==> config.mk <==
export PLATFORM = sky130hd
export DESIGN_NAME = dmem_bridge_flat
export DESIGN_NICKNAME = d
export VERILOG_FILES = /design/src/rtl/dmem_bus_if.sv /design/src/rtl/dmem_bridge.sv /design/src/flat_wrapper.sv
export SDC_FILE = /design/constraint.sdc
export NUM_CORES = 1
export LEC_CHECK = 0
export CORE_ASPECT_RATIO = 0.7
export CORE_UTILIZATION = 44
export CTS_CLUSTER_SIZE = 10
export DETAILED_ROUTE_END_ITERATION = 10
export PLACE_DENSITY = 0.87
export RECOVER_POWER = 25
export REMOVE_ABC_BUFFERS = 1
export SLEW_MARGIN = 25
export SYNTH_ARGS = -nofsm -noshare
export SYNTH_HDL_FRONTEND = slang
export SYNTH_SLANG_ARGS = --single-unit
==> constraint.sdc <==
create_clock -name clk -period 6.5 [get_ports clk]
set_clock_uncertainty 0.05 [all_clocks]
set_input_delay 1.625 -clock clk [delete_from_list [all_inputs] [get_ports clk]]
set_output_delay 1.625 -clock clk [all_outputs]
set_load 0.01 [all_outputs]
==> src/rtl/dmem_bus_if.sv <==
// Data-bus side of the MEM-stage bridge: req/ack handshake,
// word address, write data and read data returned with ack.
interface dmem_bus_if #(
  parameter int AW = 32,
  parameter int DW = 32
);
  logic          bus_req;
  logic          bus_we;
  logic [AW-1:0] bus_adr;
  logic [DW-1:0] bus_wdata;
  logic          bus_ack;
  logic [DW-1:0] bus_rdata;

  modport master (
    output bus_req,
    output bus_we,
    output bus_adr,
    output bus_wdata,
    input  bus_ack,
    input  bus_rdata
  );

  modport slave (
    input  bus_req,
    input  bus_we,
    input  bus_adr,
    input  bus_wdata,
    output bus_ack,
    output bus_rdata
  );
endinterface

==> src/rtl/dmem_bridge.sv <==
// MEM-stage to multi-cycle data bus bridge: latches one access,
// runs req/ack, stalls the pipeline, returns registered rdata.
// Ports: clk, rst (async, active-low), mem_read/mem_write/adr/wdata
// from MEM, rdata/stall/err back to MEM, bus = master side of bus.
module dmem_bridge #(
  parameter int          AW      = 32,
  parameter int          DW      = 32,
  parameter int unsigned TIMEOUT = 255
) (
  input  logic          clk,
  input  logic          rst,
  input  logic          mem_read,
  input  logic          mem_write,
  input  logic [AW-1:0] adr,
  input  logic [DW-1:0] wdata,
  output logic [DW-1:0] rdata,
  output logic          stall,
  output logic          err,
  dmem_bus_if.master    bus
);

  typedef enum logic [1:0] {
    S_IDLE,
    S_REQ,
    S_DONE
  } state_t;

  localparam logic [15:0] TMO_LAST = 16'(TIMEOUT - 1);

  state_t        r_state;
  state_t        w_next;
  logic [AW-3:0] r_adr;
  logic [DW-1:0] r_wdata;
  logic [DW-1:0] r_rdata;
  logic          r_we;
  logic          r_err;
  logic [15:0]   r_cnt;
  logic          w_req;
  logic          w_ack;
  logic          w_tmo;
  logic          w_unused_adr;

  // Byte lanes are placed by the MEM stage; the bus is word-only.
  assign w_unused_adr = ^adr[1:0];

  assign w_req = mem_read | mem_write;
  assign w_ack = (r_state == S_REQ) & bus.bus_ack;
  assign w_tmo = (r_state == S_REQ) & ~bus.bus_ack
               & (r_cnt == TMO_LAST);

  always_ff @(posedge clk or negedge rst) begin
    if (!rst) r_state <= S_IDLE;
    else      r_state <= w_next;
  end

  always_comb begin
    w_next = r_state;
    unique case (r_state)
      S_IDLE:  if (w_req) w_next = S_REQ;
      S_REQ:   if (w_ack || w_tmo) w_next = S_DONE;
      S_DONE:  w_next = S_IDLE;
      default: w_next = S_IDLE;
    endcase
  end

  // rst gates the IDLE stall so it reads 0 while held in reset.
  always_comb begin
    stall       = 1'b0;
    bus.bus_req = 1'b0;
    unique case (r_state)
      S_IDLE: stall = rst & w_req;
      S_REQ: begin
        stall       = 1'b1;
        bus.bus_req = 1'b1;
      end
      default: ;
    endcase
  end

  always_ff @(posedge clk or negedge rst) begin
    if (!rst) begin
      r_adr   <= '0;
      r_wdata <= '0;
      r_we    <= 1'b0;
      r_cnt   <= '0;
      r_rdata <= '0;
      r_err   <= 1'b0;
    end else begin
      unique case (r_state)
        S_IDLE: begin
          if (w_req) begin
            r_adr   <= adr[AW-1:2];
            r_wdata <= wdata;
            r_we    <= mem_write;
            r_cnt   <= '0;
          end
        end
        S_REQ: begin
          if (w_ack) begin
            if (!r_we) r_rdata <= bus.bus_rdata;
          end else if (w_tmo) begin
            r_err <= 1'b1;
            if (!r_we) r_rdata <= '0;
          end else if (r_cnt != 16'hFFFF) begin
            r_cnt <= r_cnt + 16'd1;
          end
        end
        default: ;
      endcase
    end
  end

  assign bus.bus_we    = r_we;
  assign bus.bus_adr   = {r_adr, 2'b00};
  assign bus.bus_wdata = r_wdata;
  assign rdata         = r_rdata;
  assign err           = r_err;

endmodule

==> src/flat_wrapper.sv <==
// flat-port wrapper written by rule: the top's interface ports become plain ports
module dmem_bridge_flat 
#(
  parameter int          AW      = 32,
  parameter int          DW      = 32,
  parameter int unsigned TIMEOUT = 255
)
  (clk, rst, mem_read, mem_write, adr, wdata, rdata, stall, err, bus_bus_req, bus_bus_we, bus_bus_adr, bus_bus_wdata, bus_bus_ack, bus_bus_rdata);
  dmem_bus_if #(.AW(AW), .DW(DW)) bus_i ();
  input  logic clk;
  input  logic rst;
  input  logic mem_read;
  input  logic mem_write;
  input  logic [AW-1:0] adr;
  input  logic [DW-1:0] wdata;
  output logic [DW-1:0] rdata;
  output logic stall;
  output logic err;
  output wire logic [$bits(bus_i.bus_req)-1:0] bus_bus_req;
  output wire logic [$bits(bus_i.bus_we)-1:0] bus_bus_we;
  output wire logic [$bits(bus_i.bus_adr)-1:0] bus_bus_adr;
  output wire logic [$bits(bus_i.bus_wdata)-1:0] bus_bus_wdata;
  input wire logic [$bits(bus_i.bus_ack)-1:0] bus_bus_ack;
  input wire logic [$bits(bus_i.bus_rdata)-1:0] bus_bus_rdata;
  assign bus_bus_req = bus_i.bus_req;
  assign bus_bus_we = bus_i.bus_we;
  assign bus_bus_adr = bus_i.bus_adr;
  assign bus_bus_wdata = bus_i.bus_wdata;
  assign bus_i.bus_ack = bus_bus_ack;
  assign bus_i.bus_rdata = bus_bus_rdata;
  dmem_bridge #(.AW(AW), .DW(DW), .TIMEOUT(TIMEOUT)) u_core (.clk(clk), .rst(rst), .mem_read(mem_read), .mem_write(mem_write), .adr(adr), .wdata(wdata), .rdata(rdata), .stall(stall), .err(err), .bus(bus_i));
endmodule
# Word level (Yosys, flattened, before mapping)
# Cells that the tools add are included.
# W data, S select, Z words.
[classes]
mux = 14
reduce_logical = 9
n_eq_ne = 8
add_sub_neg = 1
bitwise = 8
[op_table]
columns = ["op", "n"]
rows = [
  ["$mux W32", 4],
  ["$mux W16", 4],
  ["$pmux W16 S2", 1],
  ["$add A16 B1 Y16 const B", 1],
  ["$eq A16 B8 Y1 const B", 1],
  ["$ne A16 B16 Y1 const B", 1],
  ["$ne A2 B2 Y1 const B", 4],
  ["$reduce_and A3 Y1", 2],
  ["$reduce_and A5 Y1", 1],
  ["$and A1 B1 Y1", 4],
  ["$mux W2", 2],
  ["$pmux W2 S2", 1],
  ["$reduce_and A2 Y1", 2],
  ["$reduce_bool A2 Y1", 2],
  ["$not A1 Y1", 3],
  ["$eq A2 B1 Y1 const B", 1],
  ["$logic_not A2 Y1", 1],
  ["$ne A2 B1 Y1 const B", 1],
  ["$pmux W1 S2", 1],
  ["$logic_or A1 B1 Y1", 1],
  ["$mux W1", 1],
  ["$or A1 B1 Y1", 1],
]
[totals]
reg_bits = 114
input_bits = 101
output_inout_bits = 100
wordCells = 47

# Depth between registers and ports, before layout
[depth]
word_depth = 6
ltp_mapped = 8
ltp_nobuf = 7

# Least setup slack after synthesis
# Ideal clock, no wire load.
[synth_timing]
path_type = "input to output"
start = "input port mem_write"
end = "output port stall"
slack_ps = 2903
required_time_ps = 4825
cell_stages = 2
t_arrival_ps = 1922
path_cell_list = "o21ai_0 > a21oi_1"
[synth_between]
elab_chain_len = 3
[synth_lines]
columns = ["element", "line_no", "rtl"]
rows = [
  ["start, declared", "flat_wrapper.sv:13", "input logic mem_write;"],
  ["$or A1 B1 Y1", "dmem_bridge.sv:46", "assign w_req = mem_read | mem_write;"],
  ["$and A1 B1 Y1", "dmem_bridge.sv:71", "S_IDLE: stall = rst & w_req;"],
  ["$pmux W1 S2", "dmem_bridge.sv:70", "unique case (r_state)"],
  ["end, declared", "flat_wrapper.sv:17", "output logic stall;"],
]
# Every way passes these cells.

# Final worst setup path
[layout_timing]
start = "input port mem_read"
end = "output port stall"
[layout_between]
elab_chain_len = 3
[layout_lines]
columns = ["element", "line_no", "rtl"]
rows = [
  ["start, declared", "flat_wrapper.sv:12", "input logic mem_read;"],
  ["$or A1 B1 Y1", "dmem_bridge.sv:46", ""],
  ["$and A1 B1 Y1", "dmem_bridge.sv:71", ""],
  ["$pmux W1 S2", "dmem_bridge.sv:70", ""],
]
# Every way passes these cells.

==> out/metrics.yaml <==
first_pass_iters: 4
slew_headroom_pct: -97.20
synth_edf_count: 0
r2r-end: "u_core.rdata[31]"
postCtsHoldBufs: 0
ff_latch_area_mm2: 0.002853
synth_top_area_share_pct: 62.36
rsz0062_at_grt: "false"
cts_buffers: 17
fp-row-count: 30
slowest_delay_ns: 0.60
drv_slew: 58
r2r-start: "u_core.r_cnt[0]"
root_buffer: "clkbuf_16"
post-route-min-period_ns: 4.683
cts_max_level: 4
hold_class: "reg -> reg"
min_from: "u_core.err"
power_frac_comb_pct: 41.5
clkTransAtPathRegs_ns: 0.05
drtAntennaViolNets: 0
cp_top_family: "buffers and inverters"
route.detailed.drc: 0
setup_viol: 0
syn_to_final_growth_pct: 56.59
grt_max_degree: 59
drt_iter0_markers: 218
hold_ws_ns: 0.4057
async_flop_share_pct: 100.0
place_ws_ns: 1.889
drive_above_1_share_pct: 18.35
antenna_found_initial: 0
synth_area_mm2: 0.004574
grt_pass1_vias: 3600
status: "finished, violations left"
fmaxAchievable_ghz: 0.2135
path_max_fanout: 4
leakagePower_uw: 0.002994
n_fill_cell: 658
multi_input_area_mm2: 0.001605
cts_tree: "yes"
yosysSeqAreaShare_pct: 62.36
yosysMostFrequentCell: "dfrtp_1"
cap_violations: 1
ctsResizeCount: 0
slowest_stage: "dlygate4sd3_1"
clock-sinks: 114
reg2reg_depth: 6
p_sw_uw: 1049
tns_ns: 0
whs_endpoint: "u_core.err"
cts_buffer_depth: 2
path_depth: 4
power_frac_seq_pct: 34.3
synth_ff_type: "dfrtp_1"
initial_utilization_pct: 46.16
clkPwrFrac_pct: 24.2
hold_depth: 1
start_kind: "input port"
yosysUniqueCellTypes: 40
dieArea_mm2: 0.01082
peakVddDrop_mv: 0.2959
via_count: 3560
wl_per_cell_um: 17.89
yosysWarnings: 0
postCtsSetupBuffers: 0
grt_pass1_wl_mm: 18.31
routed_wl_mm: 12.04
core_area_mm2: 0.009910
final_nets: 636
fin_crit_sh_pct: 72.05
cell_internal_pwr_uw: 2425
die_h_um: 87.31
viasPerCell: 5.290
diodes: 0
synth_common_cells: "dfrtp_1, mux2_2, a22o_1, clkbuf_1, o21ai_0"
worstSkewPairLatency_ns: 0.40
grt_overflow: 0
ys_seq_elements: 114
violations: "capacitance limit, slew limit"
track_usage_pct: 22.83
crit_path_end_kind: "primary output"
hold_viol_final: 0
path_class: "in -> out"
pin_count: 201
power_density_mw_per_mm2: 485.1
path_buf_inv: 2
die_x_um: 123.9
r2r_setup_slack_ns: 3.51
tightest_slew_ns: 2.958
syn_inst: 331
detailed_place_hpwl_mm: 8.352
gp_congestion: 0.9014
crit_required_ns: 4.83
fin_ws_ns: 1.817
netSwitchingFraction_pct: 30.20
synth_top_cells_by_area: "dfrtp_1, mux2_2, a22o_1"
worstPathCellList: "dlygate4sd3_1, o21ai_0, a21oi_1, clkdlybuf4s50_1"
worstPathArrival_ns: 3.01
syn_area_per_cell_um2: 13.82
synth_largest_area_cell: "dfrtp_1"
port_buffers: 196
[flip-flops by register name (all words and copies together), names as in the netlist]
register	flops
u_core.rdata	32
u_core.r_adr	30
u_core.r_state	2
u_core.err	1
u_core.r_cnt	16
u_core.bus.bus_we	1
u_core.bus.bus_wdata	32
[worst reg2reg max path, stage by stage (launching register included)]
cell and delay (ns):
dfrtp_1 0.45, inv_1 0.09, ha_1 0.17, or4b_1 0.49, o41a_1 0.50, or3_2 0.77, a22o_1 0.36
[metrics by stage]
stage          instance area (um2)  total power [uW]  std cells  util [%]
6_report                      7163              3475        673     72.29
3_3_place_gp                  6634              2593        642     66.94
3_5_place_dp                  6634              2651        642     66.94
4_1_cts                       7171              3513        673     72.36
2_1_floorplan                 4478              1833        314         -
5_1_grt                       7163              3667        673     72.29
[cell families (layout without fill, tap and decap cells)]
group                    Yosys count  count (layout)  synth area share, %
AO/OA/AOI/OAI                     74              74                12.28
adder cells (fa/ha/maj)            2               2               0.5470
buffers and inverters             25             238                2.763
flip-flops                       114             114                62.36
multiplexers                      64              64                15.70
other                              1               2              0.08198
AND/OR/NAND/NOR                   51              51                6.264
[metal layers]
metal	track usage (%)	share of wire (%)	vias up
li1	-	-	1642
met1	27.58	41	1748
met2	38.64	50	156
met3	7.592	7.8	14
met4	7.119	0.92	0
met5	0	0	-
[power by group through the flow]
stage          logic [uW]  clock network [uW]  registers (uW)
2_1_floorplan         511                   0            1320
3_3_place_gp         1410                   0            1180
3_5_place_dp         1450                   0            1200
4_1_cts              1460                 856            1200
5_1_grt              1540                 892            1230
6_report             1440                 840            1190
[worst max-delay path by stage]
stage              start              end  slack, ns
2_1_floorplan  mem_write  u_core.r_cnt[5]       2.67
3_3_place_gp   mem_write            stall       1.88
3_5_place_dp    mem_read            stall       1.89
4_1_cts        mem_write            stall       1.87
5_1_grt              rst  u_core.r_cnt[2]       1.38
6_report        mem_read            stall       1.82
[layout by cell type, fill, tap and decap left out, types with 3 or more instances in the layout]
cell               n
a21oi_1            6
clkdlybuf4s50_1  193
clkbuf_1           4
mux2_2            62
and2_1             4
a31oi_1            3
nor2_1             4
a22o_1            33
o21ai_0           12
clkinv_2           6
nand2_1            9
a21o_1             3
o21a_1             4
clkinvlp_4         4
dfrtp_1          114
nand3_1            7
buf_4              3
or4_1              4
nor3_1             4
o31ai_1            4
nand4_1            8
inv_1              7
clkbuf_16         17
[cell type report]
| cell class | instances | share of cell area, % |
|---|---|---|
| Clock buffer | 20 | 6.236 |
| Inverter | 7 | 0.3668 |
| Tap cell | 128 | 2.236 |
| Clock inverter | 11 | 1.258 |
| Multi-Input combinational cell | 193 | 22.41 |
| Timing Repair Buffer | 200 | 27.67 |
| Sequential cell | 114 | 39.83 |
(Power assumes the default switching activity.)
